## config.mk

```make
export PLATFORM = sky130hd
export DESIGN_NAME = count_arbiter_ctrl
export DESIGN_NICKNAME = d
export VERILOG_FILES = /design/src/rtl/count_arbiter_ctrl.sv
export SDC_FILE = /design/constraint.sdc
export NUM_CORES = 1
export LEC_CHECK = 0
export CORE_ASPECT_RATIO = 0.9
export CORE_MARGIN = 2
export CORE_UTILIZATION = 45
export CTS_BUF_LIST = sky130_fd_sc_hd__clkbuf_8
export CTS_CLUSTER_SIZE = 12
export DETAILED_ROUTE_END_ITERATION = 16
export GPL_TIMING_DRIVEN = 0
export PLACE_DENSITY = 0.87
export SLEW_MARGIN = 20
export SYNTH_ARGS = -nofsm -noshare
export SYNTH_HDL_FRONTEND = slang
export SYNTH_SLANG_ARGS = --single-unit
```

## constraint.sdc

```tcl
create_clock -name Clock -period 3.1 [get_ports Clock]
set_input_delay 0.62 -clock Clock [delete_from_list [all_inputs] [get_ports Clock]]
set_output_delay 0.62 -clock Clock [all_outputs]
set_load 0.005 [all_outputs]
```

## src/rtl/count_arbiter_ctrl.sv

```systemverilog
// count_arbiter_ctrl
// Shares one loadable up-counter between two requesters (A and B).
// A round-robin pointer picks the next owner. The window is then sequenced
// on the counter: load the start value, count up to the end value (with
// wrap), then pulse Done for one cycle.
// A requester that drops its request while in LOAD or RUN aborts its own
// window immediately. No Done pulse is issued for an aborted window.

module count_arbiter_ctrl #(
  parameter int WIDTH = 6
) (
  input  logic             Clock,
  input  logic             Reset,
  input  logic             ReqA,
  input  logic [WIDTH-1:0] StartA,
  input  logic [WIDTH-1:0] EndA,
  input  logic             ReqB,
  input  logic [WIDTH-1:0] StartB,
  input  logic [WIDTH-1:0] EndB,
  input  logic [WIDTH-1:0] Count,
  output logic             GrantA,
  output logic             GrantB,
  output logic             DoneA,
  output logic             DoneB,
  output logic             CntLoad,
  output logic             CntEnable,
  output logic [WIDTH-1:0] CntData,
  output logic             Busy
);

  typedef enum logic [1:0] {
    IDLE = 2'd0,
    LOAD = 2'd1,
    RUN  = 2'd2,
    DONE = 2'd3
  } state_t;

  state_t           state_r;
  state_t           state_s;
  logic             owner_r;   // 0: A owns the counter, 1: B owns it
  logic             owner_s;
  logic             ptr_r;     // 0: A wins a tie, 1: B wins a tie
  logic             ptr_s;
  logic [WIDTH-1:0] start_r;
  logic [WIDTH-1:0] start_s;
  logic [WIDTH-1:0] end_r;
  logic [WIDTH-1:0] end_s;
  logic             own_req_s;
  logic             pick_b_s;
  logic             at_end_s;

  // Request of whichever requester currently holds the grant
  assign own_req_s = owner_r ? ReqB : ReqA;
  // B wins only when it is alone or the pointer names it
  assign pick_b_s  = ReqB & (~ReqA | ptr_r);
  assign at_end_s  = (Count == end_r);

  // State, owner, pointer and latched window registers
  always_ff @(posedge Clock or negedge Reset) begin
    if (!Reset) begin
      state_r <= IDLE;
      owner_r <= 1'b0;
      ptr_r   <= 1'b0;
      start_r <= {WIDTH{1'b0}};
      end_r   <= {WIDTH{1'b0}};
    end else begin
      state_r <= state_s;
      owner_r <= owner_s;
      ptr_r   <= ptr_s;
      start_r <= start_s;
      end_r   <= end_s;
    end
  end

  // Next-state logic: arbitration in IDLE, sequencing, abort and completion
  always_comb begin
    state_s = state_r;
    owner_s = owner_r;
    ptr_s   = ptr_r;
    start_s = start_r;
    end_s   = end_r;
    case (state_r)
      IDLE: begin
        if (ReqA || ReqB) begin
          owner_s = pick_b_s;
          start_s = pick_b_s ? StartB : StartA;
          end_s   = pick_b_s ? EndB : EndA;
          state_s = LOAD;
        end else begin
          state_s = IDLE;
        end
      end
      LOAD: begin
        if (!own_req_s) begin
          state_s = IDLE;
          ptr_s   = ~owner_r;
        end else begin
          state_s = RUN;
        end
      end
      RUN: begin
        if (!own_req_s) begin
          state_s = IDLE;
          ptr_s   = ~owner_r;
        end else if (at_end_s) begin
          state_s = DONE;
        end else begin
          state_s = RUN;
        end
      end
      DONE: begin
        state_s = IDLE;
        ptr_s   = ~owner_r;
      end
      default: begin
        state_s = IDLE;
      end
    endcase
  end

  // Output decode. Grants and Done depend on state only. Load and Enable
  // are also gated by the owner's request, so an abort cycle never touches
  // the counter.
  always_comb begin
    GrantA    = 1'b0;
    GrantB    = 1'b0;
    DoneA     = 1'b0;
    DoneB     = 1'b0;
    CntLoad   = 1'b0;
    CntEnable = 1'b0;
    CntData   = {WIDTH{1'b0}};
    Busy      = (state_r != IDLE);
    if (state_r != IDLE) begin
      GrantA = ~owner_r;
      GrantB = owner_r;
    end else begin
      GrantA = 1'b0;
      GrantB = 1'b0;
    end
    case (state_r)
      LOAD: begin
        CntLoad = own_req_s;
        CntData = start_r;
      end
      RUN: begin
        CntEnable = own_req_s & ~at_end_s;
      end
      DONE: begin
        DoneA = ~owner_r;
        DoneB = owner_r;
      end
      default: begin
        CntLoad   = 1'b0;
        CntEnable = 1'b0;
      end
    endcase
  end

endmodule

```

### Word level (Yosys, flattened, before mapping)

Cells that the tools add are included.

* input bits: 34
* RAM bits: 0
* bits in registers: 16
* memory bits (read-only): 0
* bits in latches: 0
* memories: 0
* output and inout bits: 13
* logic and storage cells: 40

* $add $sub $neg: 0
* shift operators: 0
* div/mod/pow operators: 0
* mux-type cells: 17
* bitwise gates (word level): 6
* $mul: 0
* reductions and logical operators: 7
* equal/unequal tests: 5
* order comparisons: 0

Operator list (number)
* two-way mux 6 bit: 3
* two-way mux 1 bit: 10
* one-hot mux 2 bit (4 select lines): 1
* equality test 6 bit: 1
* equality test 2 bit, second input constant: 2
* two-way mux 2 bit: 2
* AND reduction 2 bit: 2
* nonzero test 2 bit: 2
* inverter 1 bit: 3
* bitwise AND 1 bit: 2
* equality test 2 x 1 -> 1 bit, second input constant: 1
* zero test 2 bit: 1
* inequality test 2 bit, second input constant: 1
* one-hot mux 1 bit (2 select lines): 1
* OR reduction 2 bit: 1
* logical OR 1 bit: 1
* bitwise OR 1 bit: 1

### Logic depth before layout (Yosys ltp)

Gate-level depths: netlist of the first run.

* depth in word-level cells: 4
* depth in mapped cells: 6

### Worst setup path before layout of the first run

OpenSTA, ideal clock, no wires.

* path type: in2out
* start: in ReqB
* end: out CntEnable
* required time: 2.480 ns
* data arrival time: 1.247 ns
* stages: 4
* slack: 1.233 ns
* cell sequence: buf_2 > mux2_4 > nand2_2 > o21ba_2

* word-level cells in the longest chain between the ends: 3

Ends and longest elaborated chain
* from (decl): line 17 `input logic ReqB,`
* two-way mux 1 bit: line 53 `assign own_req_s = owner_r ? ReqB : ReqA;`
* bitwise AND 1 bit: line 146 `CntEnable = own_req_s & ~at_end_s;`
* two-way mux 1 bit: line 140 `case (state_r)`
* to (decl): line 26 `output logic CntEnable,`

No other way between the ends.

### Worst setup path after layout of the first run

* start: in ReqA
* end: out CntEnable

* word-level cells in the longest chain between the ends: 3

Ends and longest elaborated chain
* from (decl): line 14 `input logic ReqA,`
* two-way mux 1 bit: line 53
* bitwise AND 1 bit: line 146
* two-way mux 1 bit: line 140

No other way between the ends.

==> metrics, run 1 <==
Net Sw Frac 0.365; max_cap viols 0; dominant cell type by area after synthesis dfrtp_1; met3 wire length 127 µm; Vias/cell 5.39; clock buffer depth 2; final worst slack around 0.31 ns; flops & latches, synth 16; Num CTS Buffers 3; critical path peak fanout 5; critical path type primary input to output port; post-cts gate resize count 0; capture point of the worst reg-to-reg path start_r[5]; Remaining DRCs 0; Pwr Density 798 nW/µm²; Hold Crit Class register to register; sw power ~440 µW; Vias between 1k and 1.5k; top cell type's share of synthesized area 0.402; required time of the worst setup path 2.48 ns; Worst Hold Launch start_r[0]; worst-margin pin slew 0.711 ns; Overflow after GRT 0; I/O Pins 47; area of the multi-input gates 547 µm²; Die Span Y 48.6 µm; Storage cell area 400 µm²; Mapped Nets 152; worst skew pair latency 0.25 ns; core area around 2100 µm²; Max VDD drop 0.485 mV; GPL Wtd Cong slightly below 0.8; register share of total power 0.322; unrepaired setup endpoints after global routing no; WHS between 0.5 and 0.6 ns; H-tree depth 1; ant diodes 0; Int Power between 700 and 800 µW; highest metal used met4; Worst Clk Skew 0.00268 ns; Post-Route Setup TNS 0 ns; Final ANT Viol Nets 0; most frequent cells in the layout clkdlybuf4s50_1, dfrtp_1, o21ai_0, nor2_1; Final Net Count 202; CTS Hold Buffers Added 0; Yosys warnings 0; R2R depth 5; Post-CTS Setup Bufs 0; initial antenna violation count 0; worst hold stages 2; vias in the first global route 1,037; # port buffers 45; utilization after layout 0.710; floorplan row count 16; crit end category output port; met2 WL 1.36 mm; leak pwr 0.000608 µW; status finished, final reports clean; GRT Overall Usage 0.228; DR iter-0 viols 23; power share of the clock group 0.130; Fmax 359 MHz; Unique masters post-synth 27; Routed WL between 2 and 3 mm; CP Launch Type primary input; pre-CTS WS 0.328 ns; final setup vio count 0; largest net degree at the start of global routing 17; Slew Limit Fails 0; Worst Hold Path EP start_r[0]; Die X 53.6 µm; WL/cell 13.6 µm; logic gate share of total power 0.549; r2r startpoint state_r[1]; Final min period approximately 2.8 ns; first-pass GRT wire length 4.33 mm; Critical Path Start ReqA; CTS tree done; Clock Sinks 16; Post-Synthesis Cells 114; Syn Area/Cell 8.74 µm²; wire length on met1 1.06 mm; Starting Density 0.465; Layout fillers around 160; hpwl dp 2.00 mm; share of layout cells above drive strength 1 0.0679; CP Data Arrival Time between 2 and 2.5 ns; TritonRoute pass-1 iters 4; Synth area leaders dfrtp_1, a31oi_1, o21ai_0, nand3_1, nor2_1; Fin. Hold Viols 0; Clock transition at path regs roughly 0.060 ns; flop-to-flop setup slack 1.50 ns; die footprint between 2000 and 3000 µm²; Seq/Total Area, Yosys 0.402; CTS Root Cell clkbuf_8; most common cell after layout, fill and taps aside clkdlybuf4s50_1; P&R area growth vs syn 52.8%; area of the mapped netlist 996 µm²; fin crit share 0.899; Slew headroom 0.525
[cells in the mapped netlist]
library cell and number:
and2_1 8, a211oi_1 1, nor2_1 14, buf_2 3
a21boi_0 1, o21ba_2 1, nand2b_1 2, nand3_1 12
nand2_1 1, buf_4 1, mux2_4 1, dfrtp_1 16
a32o_1 1, and2b_1 2, o21a_1 1, nor3_1 1
inv_1 4, o41ai_2 1, ha_1 4, o21ai_0 14
nand2_2 1, a31oi_1 12, clkbuf_1 3, nor2b_1 1
nand4_1 1, xnor2_1 6, a21o_1 1
[through the flow]
step           total power [µW]  std cells  cell area, µm²
2_1_floorplan               774        114             996
3_3_place_gp               1030        186            1480
3_5_place_dp               1060        186            1480
4_1_cts                    1220        189            1520
5_1_grt                    1310        189            1520
6_report                   1210        189            1520
[critical path, stage by stage]
cell and delay, ns:
clkdlybuf4s50_1 0.56, mux2_4 0.20, nand2_2 0.06, o21ba_2 0.23, clkdlybuf4s50_1 0.49
[worst max path at each step]
stage,endpoint,slack (ns),depth (start not counted)
after floorplan,CntEnable,1.23,4
after global routing,CntEnable,0.28,5
after global placement,CntEnable,0.36,5
final,CntEnable,0.31,5
after detailed placement,CntEnable,0.33,5
after CTS,CntEnable,0.32,5
[power by group through the flow]
stage | Sequential [µW] | Clock [µW] | Combinational, µW
finish | 390 | 157 | 666
global route | 405 | 167 | 734
CTS | 390 | 159 | 674
global placement | 386 | 0 | 649
detailed placement | 394 | 0 | 669
floorplan | 373 | 0 | 401
[final cells by class]
cell class	instances	area share
plain buffers	7	0.0222
clock buffers	3	0.0271
inverters	4	0.00987
multi-input cells	87	0.359
flip-flops and latches	16	0.263
well taps	27	0.0222
repair buffers	45	0.296
[registers in the layout, indices dropped and copies added (netlist names)]
name,cells
ptr_r,1
owner_r,1
state_r,2
start_r,6
end_r,6
[routing by layer]
layer / global-route usage / up-vias
met5: 0 / -
met4: 0.120 / 0
met3: 0.0401 / 4
met2: 0.393 / 40
met1: 0.259 / 476
li1: - / 498
[cells by family after synthesis]
| group | after synthesis | synth area share |
|---|---|---|
| compound gates | 33 | 0.212 |
| xor+xnor | 6 | 0.0528 |
| fa+ha+maj | 4 | 0.0503 |
| buf+inv | 11 | 0.0490 |
| flops | 16 | 0.402 |
| mux | 1 | 0.0151 |
| simple gates | 43 | 0.219 |
Power figures use the tool's default switching activity.
==> inputs of run 2 (changes only) <==
--- a/config.mk
+++ b/config.mk
@@ -7,12 +7,11 @@
 export LEC_CHECK = 0
 export CORE_ASPECT_RATIO = 0.9
 export CORE_MARGIN = 2
-export CORE_UTILIZATION = 45
-export CTS_BUF_LIST = sky130_fd_sc_hd__clkbuf_8
+export CORE_UTILIZATION = 43
 export CTS_CLUSTER_SIZE = 12
 export DETAILED_ROUTE_END_ITERATION = 16
 export GPL_TIMING_DRIVEN = 0
-export PLACE_DENSITY = 0.87
+export PLACE_DENSITY = 0.84
 export SLEW_MARGIN = 20
 export SYNTH_ARGS = -nofsm -noshare
 export SYNTH_HDL_FRONTEND = slang
==> metrics, run 2 (same netlist as run 1, synthesis figures left out) <==
Routed WL 2.65 mm (was 2.58 mm); Layout fillers 187 (was 162); # port buffers 45 (unchanged); Clock transition at path regs 0.10 ns (was 0.06 ns); global route hottest layer met2 (unchanged); Crit-path slowest cell clkdlybuf4s50_1 (unchanged); Final ANT Viol Nets 0 (unchanged); CTS Hold Buffers Added 0 (unchanged); die footprint 2720 µm² (was 2610 µm²); Final Net Count 202 (unchanged); critical path peak fanout 5 (unchanged); unrepaired setup endpoints after global routing no (unchanged); Remaining DRCs 0 (unchanged); Clock Sinks 16 (unchanged); crit end category output port (unchanged); required time of the worst setup path 2.48 ns (about the same); r2r startpoint state_r[0] (was state_r[1]); Slew headroom 0.494 (was 0.525); sw power 449 µW (was 443 µW); CP Launch Type primary input (unchanged); GPL Wtd Cong 0.786 (about the same); total power 1200 µW (was 1210 µW); max_cap viols 0 (unchanged); floorplan row count 16 (unchanged); met2 Use GR 0.341 (was 0.393); I/O Pins 47 (unchanged); Overflow after GRT 0 (unchanged); post-cts gate resize count 0 (unchanged); Post-CTS Setup Bufs 0 (unchanged); Max VDD drop 0.502 mV (was 0.485 mV); worst skew pair latency 0.29 ns (was 0.25 ns); Num CTS Buffers 3 (unchanged); Post-Route Setup TNS 0 ns (unchanged); Worst Clk Skew 0.00163 ns (was 0.00268 ns); largest registers end_r (6), start_r (6), state_r (2) (unchanged); Pwr Density 794 nW/µm² (was 798 nW/µm²); leak pwr 0.000607 µW (was 0.000608 µW); R2R depth 5 (unchanged); P&R area growth vs syn 52.3% (was 52.8%); Hold Crit Class register to register (unchanged); Worst Hold Path EP start_r[2] (was start_r[0]); H-tree depth 1 (unchanged); CP Data Arrival Time 2.14 ns (was 2.17 ns); most common cell after layout, fill and taps aside clkdlybuf4s50_1 (unchanged); worst-margin pin slew 0.756 ns (was 0.711 ns); most used cell, CP clkdlybuf4s50_1 (unchanged); first-pass GRT wire length 4.06 mm (was 4.33 mm); ant diodes 0 (unchanged); Worst Hold Launch start_r[2] (was start_r[0]); capture point of the worst reg-to-reg path end_r[3] (was start_r[5]); share of layout cells above drive strength 1 0.0736 (was 0.0679); Die Span Y 49.7 µm (was 48.6 µm); hpwl dp 1.95 mm (was 2.00 mm); clock buffer depth 2 (unchanged); status finished, final reports clean (unchanged); placed cell count 186 (unchanged); largest net degree at the start of global routing 17 (unchanged); power share of the clock group 0.118 (was 0.130); GRT Overall Usage 0.211 (was 0.228); WL/cell 13.9 µm (was 13.6 µm); TritonRoute pass-1 iters 4 (unchanged); initial antenna violation count 0 (unchanged); Fin. Hold Viols 0 (unchanged); crit-path max cell delay 0.55 ns (was 0.56 ns); final setup vio count 0 (unchanged); register share of total power 0.324 (was 0.322); CTS Root Cell clkbuf_4 (was clkbuf_8); Slew Limit Fails 0 (unchanged); CTS tree done (unchanged); flop-to-flop setup slack 1.46 ns (was 1.50 ns); most frequent cells in the layout clkdlybuf4s50_1, dfrtp_1, o21ai_0, nor2_1 (unchanged); core area 2180 µm² (was 2140 µm²); fin crit share 0.889 (was 0.899); area of the multi-input gates 547 µm² (unchanged); met1 Use GR 0.260 (was 0.259); Int Power 755 µW (was 771 µW); Vias/cell 5.34 (was 5.39); Starting Density 0.456 (was 0.465); Critical Path, Cell by Cell clkdlybuf4s50_1 -> mux2_4 -> nand2_2 -> o21ba_2 -> clkdlybuf4s50_1 (unchanged); Final min period 2.76 ns (was 2.79 ns); Vias 1,014 (was 1,018); critical path type primary input to output port (unchanged); Fmax 363 MHz (was 359 MHz); WHS 0.559 ns (was 0.545 ns); met3 Use GR 0.0424 (was 0.0401); final non-filler cell total 190 (was 189); vias in the first global route 951 (was 1,037); worst hold stages 2 (unchanged); Storage cell area 400 µm² (unchanged); Net Sw Frac 0.373 (was 0.365); Die X 54.7 µm (was 53.6 µm); DR iter-0 viols 16 (was 23); logic gate share of total power 0.558 (was 0.549)
## run 2: cell count changes in the layout (fill, tap and decap cells not counted)
cell / change
clkbuf_4: +3
clkbuf_8: -2
## run 2: through the flow
| step | instance area, µm² | util | worst slack [ns] |
|---|---|---|---|
| 2_1_floorplan | 996 | - | 1.23 |
| 3_3_place_gp | 1480 | 0.678 | 0.358 |
| 3_5_place_dp | 1480 | 0.678 | 0.350 |
| 4_1_cts | 1520 | 0.695 | 0.341 |
| 5_1_grt | 1520 | 0.695 | 0.290 |
| 6_report | 1520 | 0.695 | 0.344 |
## run 2: how the worst max path moves through the flow
stage | start | endpoint | slack, ns | depth (start not counted)
6_report | ReqA | CntEnable | 0.34 | 5
5_1_grt | ReqA | CntEnable | 0.29 | 5
4_1_cts | ReqA | CntEnable | 0.34 | 5
3_5_place_dp | ReqA | CntEnable | 0.35 | 5
3_3_place_gp | ReqA | CntEnable | 0.36 | 5
2_1_floorplan | ReqB | CntEnable | 1.23 | 4
## run 2: power by group through the flow
stage | clock (µW) | combinational, µW | sequential [µW]
2_1_floorplan | 0 | 401 | 373
4_1_cts | 143 | 676 | 390
3_3_place_gp | 0 | 654 | 387
3_5_place_dp | 0 | 670 | 395
5_1_grt | 155 | 739 | 404
6_report | 142 | 672 | 390
## run 2: cell type report
| cell class | count | share of cell area |
|---|---|---|
| multi-input combinational | 87 | 0.361 |
| inverter | 4 | 0.00990 |
| timing repair buffer | 45 | 0.297 |
| sequential | 16 | 0.264 |
| buffer | 7 | 0.0223 |
| tap | 27 | 0.0223 |
| clock buffer | 4 | 0.0239 |
## run 2: layer usage
| metal | share of wire | wire length (µm) |
|---|---|---|
| met1 | 0.42 | 1100 |
| met2 | 0.49 | 1300 |
| met3 | 0.073 | 193 |
| met4 | 0.021 | 55 |
| met5 | 0 | 0 |
## run 2: worst max-delay path: cells and delay by family
family / cells / cell delay [ns]
AO/OA/AOI/OAI: 1 / 0.23
AND/OR/NAND/NOR: 1 / 0.06
buffers and inverters: 2 / 1.04
multiplexers: 1 / 0.19
